**src/rtl/sid_pkg.sv**
```systemverilog
// Shared register-map constants, per-voice register struct and address decode
// for the SID host register interface.
package sid_pkg;

    localparam logic [4:0] REG_FREQ_LO  = 5'h00;
    localparam logic [4:0] REG_FREQ_HI  = 5'h01;
    localparam logic [4:0] REG_PW_LO    = 5'h02;
    localparam logic [4:0] REG_PW_HI    = 5'h03;
    localparam logic [4:0] REG_CTRL     = 5'h04;
    localparam logic [4:0] REG_AD       = 5'h05;
    localparam logic [4:0] REG_SR       = 5'h06;
    localparam logic [4:0] REG_FC_LO    = 5'h15;
    localparam logic [4:0] REG_FC_HI    = 5'h16;
    localparam logic [4:0] REG_RES_FILT = 5'h17;
    localparam logic [4:0] REG_MODE_VOL = 5'h18;
    localparam logic [4:0] REG_POTX     = 5'h19;
    localparam logic [4:0] REG_POTY     = 5'h1A;
    localparam logic [4:0] REG_OSC3     = 5'h1B;
    localparam logic [4:0] REG_ENV3     = 5'h1C;
    localparam logic [4:0] VOICE_STRIDE = 5'd7;

    localparam int CTRL_NOISE = 7;
    localparam int CTRL_PULSE = 6;
    localparam int CTRL_SAW   = 5;
    localparam int CTRL_TRI   = 4;
    localparam int CTRL_TEST  = 3;
    localparam int CTRL_RING  = 2;
    localparam int CTRL_SYNC  = 1;
    localparam int CTRL_GATE  = 0;

    typedef struct packed {
        logic [15:0] freq;
        logic [11:0] pw;
        logic [7:0]  ctrl;
        logic [7:0]  ad;
        logic [7:0]  sr;
    } voice_regs_t;

    typedef struct packed {
        logic       hit;
        logic [1:0] voice;
        logic [4:0] off;
    } voice_sel_t;

    // Split a bus address into voice index and offset within that voice's block.
    function automatic voice_sel_t decode_voice(input logic [4:0] addr);
        voice_sel_t s;
        s.hit = 1'b1;
        if (addr < VOICE_STRIDE) begin
            s.voice = 2'd0;
            s.off   = addr;
        end else if (addr < 5'(2 * VOICE_STRIDE)) begin
            s.voice = 2'd1;
            s.off   = addr - VOICE_STRIDE;
        end else if (addr < 5'(3 * VOICE_STRIDE)) begin
            s.voice = 2'd2;
            s.off   = addr - 5'(2 * VOICE_STRIDE);
        end else begin
            s.hit   = 1'b0;
            s.voice = 2'd0;
            s.off   = 5'd0;
        end
        return s;
    endfunction

endpackage

```
**src/rtl/sid_bus_latch.sv**
```systemverilog
// SID data-bus latch: holds the last bus value and clears it after a
// programmable number of idle cycles.
module sid_bus_latch
    import sid_pkg::*;
#(
    parameter int                 DECAY_W      = 16,
    parameter logic [DECAY_W-1:0] DECAY_CYCLES = 16'd8000
) (
    input  logic       clk,
    input  logic       rst_n,
    input  logic       load_i,
    input  logic [7:0] value_i,
    output logic [7:0] latch_o
);

    localparam logic [DECAY_W-1:0] CNT_ONE  = DECAY_W'(1);
    localparam logic [DECAY_W-1:0] CNT_ZERO = DECAY_W'(0);

    logic [7:0]         latch_q, latch_d;
    logic [DECAY_W-1:0] count_q, count_d;

    // An access always wins over the terminal count in the same cycle.
    always_comb begin
        latch_d = latch_q;
        count_d = count_q;
        if (load_i) begin
            latch_d = value_i;
            count_d = DECAY_CYCLES;
        end else if (count_q != CNT_ZERO) begin
            count_d = count_q - CNT_ONE;
            if (count_q == CNT_ONE) begin
                latch_d = 8'h00;
            end else begin
                latch_d = latch_q;
            end
        end else begin
            latch_d = latch_q;
            count_d = count_q;
        end
    end

    // Latch and decay counter state.
    always_ff @(posedge clk or negedge rst_n) begin
        if (!rst_n) begin
            latch_q <= 8'h00;
            count_q <= CNT_ZERO;
        end else begin
            latch_q <= latch_d;
            count_q <= count_d;
        end
    end

    assign latch_o = latch_q;

endmodule

```
**src/rtl/sid_regs.sv**
```systemverilog
// SID host register interface: decodes writes into voice/filter control
// registers and serves read-only registers and the decaying bus latch.
module sid_regs
    import sid_pkg::*;
#(
    parameter int                 DECAY_W      = 16,
    parameter logic [DECAY_W-1:0] DECAY_CYCLES = 16'd8000
) (
    input  logic        clk,
    input  logic        rst_n,
    input  logic        bus_en,
    input  logic        bus_rw,
    input  logic [4:0]  bus_addr,
    input  logic [7:0]  bus_wdata,
    output logic [7:0]  bus_rdata,
    output logic        bus_rvalid,
    input  logic [11:0] osc3_in,
    input  logic [7:0]  env3_in,
    input  logic [7:0]  potx_in,
    input  logic [7:0]  poty_in,
    output logic [47:0] freq_o,
    output logic [35:0] pw_o,
    output logic [23:0] ctrl_o,
    output logic [23:0] ad_o,
    output logic [23:0] sr_o,
    output logic [10:0] fc_o,
    output logic [7:0]  res_filt_o,
    output logic [7:0]  mode_vol_o
);

    voice_regs_t voice_q [3];
    voice_regs_t voice_d [3];
    logic [2:0]  fc_lo_q, fc_lo_d;
    logic [7:0]  fc_hi_q, fc_hi_d;
    logic [7:0]  res_filt_q, res_filt_d;
    logic [7:0]  mode_vol_q, mode_vol_d;
    logic [7:0]  rdata_q, rdata_d;
    logic        rvalid_q, rvalid_d;

    logic        wr_s, rd_s;
    voice_sel_t  sel_s;
    logic [7:0]  osc3_msb_s, rd_value_s, latch_s, load_value_s;

    assign wr_s       = bus_en & ~bus_rw;
    assign rd_s       = bus_en & bus_rw;
    assign sel_s      = decode_voice(bus_addr);
    assign osc3_msb_s = 8'(osc3_in >> 4);

    // Write decode; FREQ/PW halves are independent bytes with no staging.
    always_comb begin
        voice_d    = voice_q;
        fc_lo_d    = fc_lo_q;
        fc_hi_d    = fc_hi_q;
        res_filt_d = res_filt_q;
        mode_vol_d = mode_vol_q;
        if (wr_s) begin
            for (int v = 0; v < 3; v++) begin
                if (sel_s.hit && (sel_s.voice == 2'(v))) begin
                    case (sel_s.off)
                        REG_FREQ_LO: voice_d[v].freq[7:0]  = bus_wdata;
                        REG_FREQ_HI: voice_d[v].freq[15:8] = bus_wdata;
                        REG_PW_LO:   voice_d[v].pw[7:0]    = bus_wdata;
                        REG_PW_HI:   voice_d[v].pw[11:8]   = bus_wdata[3:0];
                        REG_CTRL:    voice_d[v].ctrl       = bus_wdata;
                        REG_AD:      voice_d[v].ad         = bus_wdata;
                        REG_SR:      voice_d[v].sr         = bus_wdata;
                        default:     voice_d[v]            = voice_q[v];
                    endcase
                end else begin
                    voice_d[v] = voice_q[v];
                end
            end
            case (bus_addr)
                REG_FC_LO:    fc_lo_d    = bus_wdata[2:0];
                REG_FC_HI:    fc_hi_d    = bus_wdata;
                REG_RES_FILT: res_filt_d = bus_wdata;
                REG_MODE_VOL: mode_vol_d = bus_wdata;
                default:      fc_lo_d    = fc_lo_q;
            endcase
        end else begin
            voice_d = voice_q;
            fc_lo_d = fc_lo_q;
        end
    end

    // Read mux: live inputs for the read-only registers, latch for the rest.
    always_comb begin
        case (bus_addr)
            REG_POTX: rd_value_s = potx_in;
            REG_POTY: rd_value_s = poty_in;
            REG_OSC3: rd_value_s = osc3_msb_s;
            REG_ENV3: rd_value_s = env3_in;
            default:  rd_value_s = latch_s;
        endcase
        rvalid_d     = rd_s;
        rdata_d      = rd_s ? rd_value_s : rdata_q;
        load_value_s = bus_rw ? rd_value_s : bus_wdata;
    end

    // Register file and read-return state.
    always_ff @(posedge clk or negedge rst_n) begin
        if (!rst_n) begin
            for (int v = 0; v < 3; v++) begin
                voice_q[v] <= '0;
            end
            fc_lo_q    <= 3'd0;
            fc_hi_q    <= 8'h00;
            res_filt_q <= 8'h00;
            mode_vol_q <= 8'h00;
            rdata_q    <= 8'h00;
            rvalid_q   <= 1'b0;
        end else begin
            voice_q    <= voice_d;
            fc_lo_q    <= fc_lo_d;
            fc_hi_q    <= fc_hi_d;
            res_filt_q <= res_filt_d;
            mode_vol_q <= mode_vol_d;
            rdata_q    <= rdata_d;
            rvalid_q   <= rvalid_d;
        end
    end

    sid_bus_latch #(
        .DECAY_W      (DECAY_W),
        .DECAY_CYCLES (DECAY_CYCLES)
    ) u_latch (
        .clk     (clk),
        .rst_n   (rst_n),
        .load_i  (bus_en),
        .value_i (load_value_s),
        .latch_o (latch_s)
    );

    assign freq_o     = {voice_q[2].freq, voice_q[1].freq, voice_q[0].freq};
    assign pw_o       = {voice_q[2].pw,   voice_q[1].pw,   voice_q[0].pw};
    assign ctrl_o     = {voice_q[2].ctrl, voice_q[1].ctrl, voice_q[0].ctrl};
    assign ad_o       = {voice_q[2].ad,   voice_q[1].ad,   voice_q[0].ad};
    assign sr_o       = {voice_q[2].sr,   voice_q[1].sr,   voice_q[0].sr};
    assign fc_o       = {fc_hi_q, fc_lo_q};
    assign res_filt_o = res_filt_q;
    assign mode_vol_o = mode_vol_q;
    assign bus_rdata  = rdata_q;
    assign bus_rvalid = rvalid_q;

endmodule

```
**config.mk**
```make
export PLATFORM = sky130hd
export DESIGN_NAME = sid_regs
export DESIGN_NICKNAME = d
export VERILOG_FILES = /design/src/rtl/sid_pkg.sv /design/src/rtl/sid_bus_latch.sv /design/src/rtl/sid_regs.sv
export SDC_FILE = /design/constraint.sdc
export NUM_CORES = 1
export LEC_CHECK = 0
export ABC_AREA = 0
export CORE_MARGIN = 5
export CORE_UTILIZATION = 45
export DETAILED_ROUTE_END_ITERATION = 16
export GPL_ROUTABILITY_DRIVEN = 0
export PLACE_DENSITY = 0.75
export SLEW_MARGIN = 15
export SYNTH_ARGS = -nofsm -noshare
export SYNTH_HDL_FRONTEND = slang
export SYNTH_HIERARCHICAL = 1
export SYNTH_SLANG_ARGS = --single-unit
```
**constraint.sdc**
```tcl
create_clock -name clk -period 2.6 [get_ports clk]
set_input_delay 0.52 -clock clk [delete_from_list [all_inputs] [get_ports clk]]
set_output_delay 0.52 -clock clk [all_outputs]
set_load 0.01 [all_outputs]
```
==> results of run 1 <==
## cells in the mapped netlist, types with 8 or more instances
library cell	count	area (um2)
sky130_fd_sc_hd__a21oi_1	9	45.0
sky130_fd_sc_hd__a22o_1	8	70.1
sky130_fd_sc_hd__a22oi_1	16	120
sky130_fd_sc_hd__a31oi_1	8	50.1
sky130_fd_sc_hd__buf_2	11	55.1
sky130_fd_sc_hd__clkbuf_1	17	63.8
sky130_fd_sc_hd__dfrtp_1	216	5410
sky130_fd_sc_hd__ha_1	8	100
sky130_fd_sc_hd__inv_1	8	30.0
sky130_fd_sc_hd__mux2_2	195	2200
sky130_fd_sc_hd__nand2_1	10	37.5
sky130_fd_sc_hd__nor2_1	21	78.8
sky130_fd_sc_hd__nor2b_1	8	50.1
## through the flow
step | std cells | worst slack [ns] | utilization (%)
floorplan | 653 | 0.0395 | -
global placement | 1221 | -0.626 | 62.7
detailed placement | 1221 | -0.690 | 62.7
CTS | 1259 | 0.0258 | 66.1
global route | 1259 | 0.000899 | 66.4
finish | 1259 | 0.115 | 66.4
## flip-flops by register name (all words and copies together), names as in the netlist
register,cells
freq_o,48
pw_o,36
ad_o,24
ctrl_o,24
sr_o,24
u_latch/count_q,16
bus_rdata,8
fc_hi_q,8
mode_vol_o,8
res_filt_o,8
u_latch/latch_o,8
fc_lo_q,3
bus_rvalid,1
## cell type report
cell class                      instances  area [um2]  share of cell area, %
Tap cell                              270         338                   2.50
Sequential cell                       216        5410                   40.0
Inverter                                9        33.8                  0.250
Timing Repair Buffer                  339        3320                   24.5
Multi-Input combinational cell        390        3780                   28.0
Clock inverter                          4        31.3                  0.231
Clock buffer                           31         604                   4.47
## cell families (layout without fill, tap and decap cells)
family | Yosys count | in the layout | synth area share (%)
fa+ha+maj | 8 | 8 | 1.07
simple gates | 109 | 109 | 8.35
mux | 204 | 204 | 24.5
compound gates | 68 | 68 | 5.84
xor+xnor | 1 | 1 | 0.0937
buf+inv | 47 | 383 | 2.29
flops | 216 | 216 | 57.8
## worst reg2reg max path, cell delays in order (launching register included)
cell                      delay, ns
sky130_fd_sc_hd__dfrtp_1       0.43
sky130_fd_sc_hd__inv_1         0.10
sky130_fd_sc_hd__ha_1          0.22
sky130_fd_sc_hd__or3b_2        0.54
sky130_fd_sc_hd__or4_4         0.51
sky130_fd_sc_hd__nand3_2       0.11
sky130_fd_sc_hd__mux2_1        0.31
## layer usage
layer / vias up / routed length, um / track usage (%) / part of all wire (%)
li1: 3049 / - / - / -
met1: 3450 / 10900 / 28.6 / 42
met2: 177 / 12900 / 36.8 / 50
met3: 39 / 1430 / 4.08 / 5.6
met4: 0 / 558 / 5.42 / 2.2
met5: - / 0 / 0 / 0
## report_power, final
part	internal [mW]	switching, mW
clock	1.61	1.25
combinational	1.51	1.01
sequential	3.92	0.316
## worst max path at each step
stage                 from    endpoint  slack, ns  cells past startpoint
6_report       bus_addr[1]   ctrl_o[9]       0.11                     12
4_1_cts        bus_addr[3]    pw_o[12]       0.03                      9
3_3_place_gp   bus_addr[1]    ad_o[19]      -0.63                      9
3_5_place_dp   bus_addr[1]    ad_o[21]      -0.69                      9
5_1_grt        bus_addr[1]  freq_o[18]     0.0009                     10
2_1_floorplan  bus_addr[0]    ad_o[16]       0.04                      8
## repair_timing
item	in CTS	in global routing
endpoints found under the hold margin	26	0
buffers inserted	2	0
gates resized for setup	5	11
pin swaps	2	2
endpoints found under the setup margin	133	59
hold buffers	1	0
==> impl_metrics.prom, run 1 <==
# TYPE chip_impl_metric gauge
chip_impl_info{name="result_of_the_run",value="finished, final reports clean"} 1
chip_impl_metric{name="n_fill_cell",unit=""} 1542
chip_impl_metric{name="vias_per_cell",unit=""} 5.33
chip_impl_metric{name="route.antenna.remaining_nets",unit=""} 0
chip_impl_metric{name="detail_route.drc_violations",unit=""} 0
chip_impl_metric{name="routed_wire_length_per_instance",unit="um"} 20.5
chip_impl_metric{name="number_of_levels_the_h_tree_was_split_into",unit=""} 1
chip_impl_metric{name="slew-limit-headroom",unit="%"} 48.6
chip_impl_metric{name="cp_data_arrival_time",unit="ns"} 2.86
chip_impl_metric{name="cp_num_buf_inv",unit=""} 6
chip_impl_metric{name="worst-slew-pin-transition",unit="ns"} 0.771
chip_impl_metric{name="synthesis.instances",unit=""} 653
chip_impl_metric{name="yosys_warnings",unit=""} 6
chip_impl_metric{name="register_to_register_path_depth",unit=""} 6
chip_impl_metric{name="worst_ep_required_time",unit="ns"} 2.97
chip_impl_metric{name="clkSinkCount",unit=""} 216
chip_impl_info{name="rsz0062_at_grt",value="no"} 1
chip_impl_metric{name="antenna_violations_before_repair",unit=""} 0
chip_impl_metric{name="die_area",unit="mm2"} 0.0238
chip_impl_metric{name="min_hold_slack",unit="ns"} 0.503
chip_impl_metric{name="synth.net_count",unit=""} 714
chip_impl_info{name="timing.critical_path.cells",value="dlygate4sd2_1, inv_1, buf_4, ha_1, nand4b_1, o311a_1, o22ai_4, buf_12, buf_12, nor4_4, buf_4, mux2_2"} 1
chip_impl_metric{name="global_route.overflow_total",unit=""} 0
chip_impl_info{name="clk_root_buffer_cell",value="sky130_fd_sc_hd__clkbuf_16"} 1
chip_impl_metric{name="netlist_area",unit="mm2"} 0.00935
chip_impl_metric{name="grt_max_degree",unit=""} 61
chip_impl_metric{name="antenna_cells_inserted",unit=""} 0
chip_impl_metric{name="yosysSeqAreaShare",unit="%"} 57.8
chip_impl_info{name="hold_path.class",value="reg2reg"} 1
chip_impl_metric{name="detail_route.first_pass.iterations",unit=""} 4
chip_impl_info{name="cts_tree",value="yes"} 1
chip_impl_metric{name="synth_edf_count",unit=""} 0
chip_impl_metric{name="layout.nets",unit=""} 1039
chip_impl_metric{name="endpoints_failing_setup",unit=""} 0
chip_impl_metric{name="slew_viol_final",unit=""} 0
chip_impl_metric{name="area_growth",unit="%"} 44.6
chip_impl_metric{name="start_util",unit="%"} 45.9
chip_impl_metric{name="worst_ir_drop_vdd",unit="V"} 0.000423
chip_impl_metric{name="crit_fanout",unit=""} 12
chip_impl_metric{name="max_clock_freq",unit="MHz"} 402
chip_impl_metric{name="ys_seq_elements",unit=""} 216
chip_impl_metric{name="cellLeakagePower",unit="nW"} 6.08
chip_impl_metric{name="final.min_clock_period",unit="ns"} 2.49
chip_impl_metric{name="power.total",unit="mW"} 9.62
chip_impl_info{name="final_cell_mix",value="236 x sky130_fd_sc_hd__clkdlybuf4s50_1, 216 x sky130_fd_sc_hd__dfrtp_1, 195 x sky130_fd_sc_hd__mux2_2"} 1
chip_impl_metric{name="drt-total-wl",unit="um"} 25800
chip_impl_metric{name="io_buffer_count",unit=""} 240
chip_impl_metric{name="clock-skew-final",unit="ns"} 0.0175
chip_impl_metric{name="worst_path_largest_cell_delay",unit="ns"} 0.34
chip_impl_metric{name="placeableCoreArea",unit="mm2"} 0.0204
chip_impl_info{name="layout.cells.most_common",value="sky130_fd_sc_hd__clkdlybuf4s50_1"} 1
chip_impl_info{name="postSynth.topFlopCell",value="sky130_fd_sc_hd__dfrtp_1"} 1
chip_impl_metric{name="drt_iter0_drc",unit=""} 226
chip_impl_info{name="min_to",value="sr_o[1]"} 1
chip_impl_metric{name="grt_pass1_wl",unit="um"} 41200
chip_impl_metric{name="clkTransAtPathRegs",unit="ns"} 0.06
chip_impl_metric{name="period_share",unit="%"} 95.6
chip_impl_metric{name="rrSetupSlack",unit="ns"} 0.26
chip_impl_metric{name="power_per_cell_area",unit="mW/mm2"} 712
chip_impl_metric{name="detailed_place.area",unit="mm2"} 0.0128
chip_impl_metric{name="std_cell_rows",unit=""} 52
chip_impl_metric{name="post_synth_num_cell_types",unit=""} 68
chip_impl_metric{name="detailedPlacementHpwl",unit="um"} 18900
chip_impl_info{name="min-delay-start",value="sr_o[1]"} 1
chip_impl_metric{name="floorplan.die.width",unit="um"} 154
chip_impl_info{name="criticalPathCategory",value="in2reg"} 1
chip_impl_info{name="timing.critical_path.slowest_stage_cell",value="sky130_fd_sc_hd__dlygate4sd2_1"} 1
chip_impl_metric{name="max-cap-violations",unit=""} 0
chip_impl_metric{name="grt_pass1_vias",unit=""} 7085
chip_impl_info{name="startpoint_type",value="input port"} 1
chip_impl_metric{name="hold-path-cell-count",unit=""} 1
chip_impl_metric{name="detailroute.via_count",unit=""} 6715
chip_impl_metric{name="timing.final.hold_violations",unit=""} 0
chip_impl_metric{name="syn_area_per_cell",unit="um2"} 14.3
chip_impl_metric{name="async_reset_ff_share",unit="%"} 100
chip_impl_metric{name="grtUsageTotal",unit="%"} 21.6
chip_impl_metric{name="num_io_pins",unit=""} 245
chip_impl_metric{name="die-height",unit="um"} 154
chip_impl_metric{name="setup-tns-final",unit="ns"} 0
chip_impl_info{name="reg2reg_to",value="u_latch/count_q[7]"} 1
chip_impl_metric{name="cts.path.max_buffers",unit=""} 3
chip_impl_metric{name="post_route_cells_drive_above_1_share",unit="%"} 35.8
chip_impl_info{name="crit_path_leading_delay_family",value="buffers and inverters"} 1
chip_impl_info{name="critical_path.reg2reg.startpoint",value="u_latch/count_q[0]"} 1
chip_impl_metric{name="clock_buffer_count_from_cts",unit=""} 22
chip_impl_info{name="end_kind",value="flop"} 1
chip_impl_metric{name="final_design_area_no_fill",unit="mm2"} 0.0135
chip_impl_metric{name="clk_latency",unit="ns"} 0.50
No activity file was read; power rests on OpenSTA's default activity.
==> run 2: changes to the inputs <==
- CORE_UTILIZATION: 45 -> 31
- MAX_ROUTING_LAYER: unset -> met4
- PLACE_DENSITY: 0.75 -> unset
==> impl_metrics.prom, run 2 (synthesis gave the netlist of run 1 again) <==
# TYPE chip_impl_metric gauge
chip_impl_info{name="result_of_the_run",value="finished, final reports clean"} 1
chip_impl_metric{name="cp_data_arrival_time",unit="ns"} 2.95
chip_impl_metric{name="largest_register_ff_count",unit=""} 48
chip_impl_metric{name="detailroute.via_count",unit=""} 6597
chip_impl_metric{name="grt_pass1_wl",unit="um"} 44000
chip_impl_metric{name="area_growth",unit="%"} 47.6
chip_impl_metric{name="floorplan.die.width",unit="um"} 184
chip_impl_info{name="rsz0062_at_grt",value="yes"} 1
chip_impl_metric{name="worst_path_largest_cell_delay",unit="ns"} 0.51
chip_impl_metric{name="slew_viol_final",unit=""} 0
chip_impl_metric{name="clock-skew-final",unit="ns"} 0.00807
chip_impl_metric{name="sequential_share_of_power",unit="%"} 41.5
chip_impl_metric{name="slew-limit-headroom",unit="%"} 43.6
chip_impl_metric{name="n_fill_cell",unit=""} 2673
chip_impl_metric{name="register_area",unit="mm2"} 0.00541
chip_impl_metric{name="detail_route.first_pass.iterations",unit=""} 4
chip_impl_metric{name="detail_route.drc_violations",unit=""} 0
chip_impl_metric{name="antenna_violations_before_repair",unit=""} 3
chip_impl_metric{name="timing.final.hold_violations",unit=""} 0
chip_impl_metric{name="power_per_cell_area",unit="mW/mm2"} 738
chip_impl_metric{name="internal-power",unit="mW"} 7.44
chip_impl_metric{name="worst-slew-pin-transition",unit="ns"} 0.842
chip_impl_metric{name="die-height",unit="um"} 184
chip_impl_metric{name="std_cell_rows",unit=""} 63
chip_impl_info{name="timing.critical_path.cells",value="clkdlybuf4s50_1, buf_4, ha_1, inv_1, mux2i_2, o311a_1, buf_12, nor4b_4, buf_4, mux2_2"} 1
chip_impl_metric{name="p_comb_share",unit="%"} 25.0
chip_impl_info{name="hold_path.class",value="reg2reg"} 1
chip_impl_metric{name="clk_latency",unit="ns"} 0.53
chip_impl_info{name="layout.cells.most_common",value="sky130_fd_sc_hd__clkdlybuf4s50_1"} 1
chip_impl_metric{name="worst_ir_drop_vdd",unit="V"} 0.000504
chip_impl_metric{name="max_clock_freq",unit="MHz"} 396
chip_impl_info{name="startpoint_type",value="input port"} 1
chip_impl_metric{name="place.detailed.instances",unit=""} 1335
chip_impl_metric{name="grt_pass1_vias",unit=""} 7053
chip_impl_info{name="crit_top_cell",value="sky130_fd_sc_hd__buf_4"} 1
chip_impl_metric{name="cp_num_buf_inv",unit=""} 5
chip_impl_metric{name="final_design_area_no_fill",unit="mm2"} 0.0138
chip_impl_info{name="end_kind",value="flop"} 1
chip_impl_metric{name="worst_ep_required_time",unit="ns"} 3.02
chip_impl_metric{name="clkSinkCount",unit=""} 216
chip_impl_metric{name="detailed_place.area",unit="mm2"} 0.0129
chip_impl_metric{name="drt-total-wl",unit="um"} 28900
chip_impl_info{name="cts_tree",value="yes"} 1
chip_impl_metric{name="power.total",unit="mW"} 10.2
chip_impl_metric{name="route.antenna.remaining_nets",unit=""} 0
chip_impl_metric{name="detailedPlacementHpwl",unit="um"} 20400
chip_impl_metric{name="placeableCoreArea",unit="mm2"} 0.0297
chip_impl_metric{name="vias_per_cell",unit=""} 4.77
chip_impl_metric{name="endpoints_failing_setup",unit=""} 0
chip_impl_metric{name="die_area",unit="mm2"} 0.0337
chip_impl_metric{name="period_share",unit="%"} 97.2
chip_impl_metric{name="cts.path.max_buffers",unit=""} 3
chip_impl_metric{name="total_switching_power",unit="mW"} 2.74
chip_impl_metric{name="routed_wire_length_per_instance",unit="um"} 20.9
chip_impl_metric{name="clock_power_share",unit="%"} 33.5
chip_impl_metric{name="grtUsageTotal",unit="%"} 17.3
chip_impl_info{name="clk_root_buffer_cell",value="sky130_fd_sc_hd__clkbuf_16"} 1
chip_impl_metric{name="grt_max_degree",unit=""} 64
chip_impl_metric{name="start_util",unit="%"} 31.5
chip_impl_metric{name="clock_buffer_count_from_cts",unit=""} 25
chip_impl_metric{name="num_io_pins",unit=""} 245
chip_impl_metric{name="global_route.overflow_total",unit=""} 0
chip_impl_metric{name="cellLeakagePower",unit="nW"} 6.15
chip_impl_info{name="criticalPathCategory",value="in2reg"} 1
chip_impl_metric{name="max-cap-violations",unit=""} 0
chip_impl_metric{name="swShare",unit="%"} 26.9
chip_impl_info{name="final_cell_mix",value="237 x sky130_fd_sc_hd__clkdlybuf4s50_1, 216 x sky130_fd_sc_hd__dfrtp_1, 195 x sky130_fd_sc_hd__mux2_2"} 1
chip_impl_metric{name="drt_iter0_drc",unit=""} 262
chip_impl_metric{name="layout.cells.non_filler",unit=""} 1382
chip_impl_metric{name="layout.nets",unit=""} 1035
chip_impl_metric{name="number_of_levels_the_h_tree_was_split_into",unit=""} 1
chip_impl_metric{name="crit_fanout",unit=""} 11
chip_impl_metric{name="multi_input_area",unit="mm2"} 0.00379
chip_impl_info{name="timing.critical_path.slowest_stage_cell",value="sky130_fd_sc_hd__clkdlybuf4s50_1"} 1
chip_impl_metric{name="io_buffer_count",unit=""} 240
chip_impl_metric{name="final.min_clock_period",unit="ns"} 2.53
chip_impl_metric{name="post_route_cells_drive_above_1_share",unit="%"} 36.2
chip_impl_metric{name="postLayoutCoreUtil",unit="%"} 46.4
chip_impl_info{name="crit_path_leading_delay_family",value="buffers and inverters"} 1
chip_impl_metric{name="clkTransAtPathRegs",unit="ns"} 0.06
-- run 2: cell count changes in the layout (fill, tap and decap cells not counted), sizes merged --
| cell | delta |
|---|---|
| clkinv | +2 |
| clkbuf | +2 |
| clkdlybuf4s50 | +1 |
| bufinv | +1 |
| diode | +3 |
| inv | +1 |
| dlygate4sd2 | -1 |
| buf | -6 |
-- run 2: power groups by stage --
stage | sequential, mW | clock [mW] | combinational [mW]
finish | 4.23 | 3.41 | 2.55
global route | 4.30 | 3.66 | 2.73
global placement | 4.27 | 0 | 2.56
floorplan | 4.49 | 0 | 0.725
detailed placement | 4.28 | 0 | 2.57
CTS | 4.23 | 3.54 | 2.59
-- run 2: cell type report --
type                            count  area share (%)
Clock buffer                       34            5.14
Tap cell                          390            3.54
Sequential cell                   216            39.2
Clock inverter                      8           0.608
Antenna cell                        3          0.0544
Inverter                            9           0.245
Timing Repair Buffer              332            23.7
Multi-Input combinational cell    390            27.5
-- run 2: repair_timing --
action / CTS / global route
hold buffers: 1 / 0
setup buffers: 1 / 0
resized for setup: 6 / 9
setup endpoints to repair: 48 / 156
pin swaps: 2 / 2
hold endpoints to repair: 58 / 0
-- run 2: per-stage QoR --
| stage | setup WS [ns] | setup TNS [ns] | hold WS [ns] |
|---|---|---|---|
| CTS | -0.0175 | -0.0947 | 0.490 |
| finish | 0.0720 | 0 | 0.487 |
| detailed placement | -0.615 | -87.90 | 0.476 |
| global route | -0.0280 | -0.218 | 0.508 |
| floorplan | 0.0395 | 0 | 0.224 |
| global placement | -0.584 | -87.40 | 0.469 |
-- run 2: worst register-to-register path, cell delays in order (launching register included) --
cell	delay, ns
sky130_fd_sc_hd__dfrtp_1	0.42
sky130_fd_sc_hd__inv_1	0.10
sky130_fd_sc_hd__ha_1	0.23
sky130_fd_sc_hd__or3b_2	0.55
sky130_fd_sc_hd__or4_4	0.51
sky130_fd_sc_hd__nand3_2	0.11
sky130_fd_sc_hd__mux2_1	0.32
-- run 2: path summary, 6_finish.rpt --
check | start | to | slack, ns | depth (start not counted)
setup / recovery | bus_addr[2] | ad_o[19] | 0.07 | 10
hold / removal | ad_o[23] | ad_o[23] | 0.49 | 1
setup reg to reg | u_latch/count_q[0] | u_latch/count_q[7] | 0.25 | 6
hold reg to reg | ad_o[23] | ad_o[23] | 0.49 | 1
max in group asynchronous | rst_n | bus_rdata[5] | 1.28 | 3
min in group asynchronous | rst_n | freq_o[15] | 0.53 | 2
-- run 2: metal layers --
metal	vias to the layer above	GRT usage, %	routed length (um)
met2	172	26.9	13600
met5	-	-	0
met3	35	5.18	2400
met1	3337	22.4	12400
li1	3053	-	-
met4	0	4.23	577
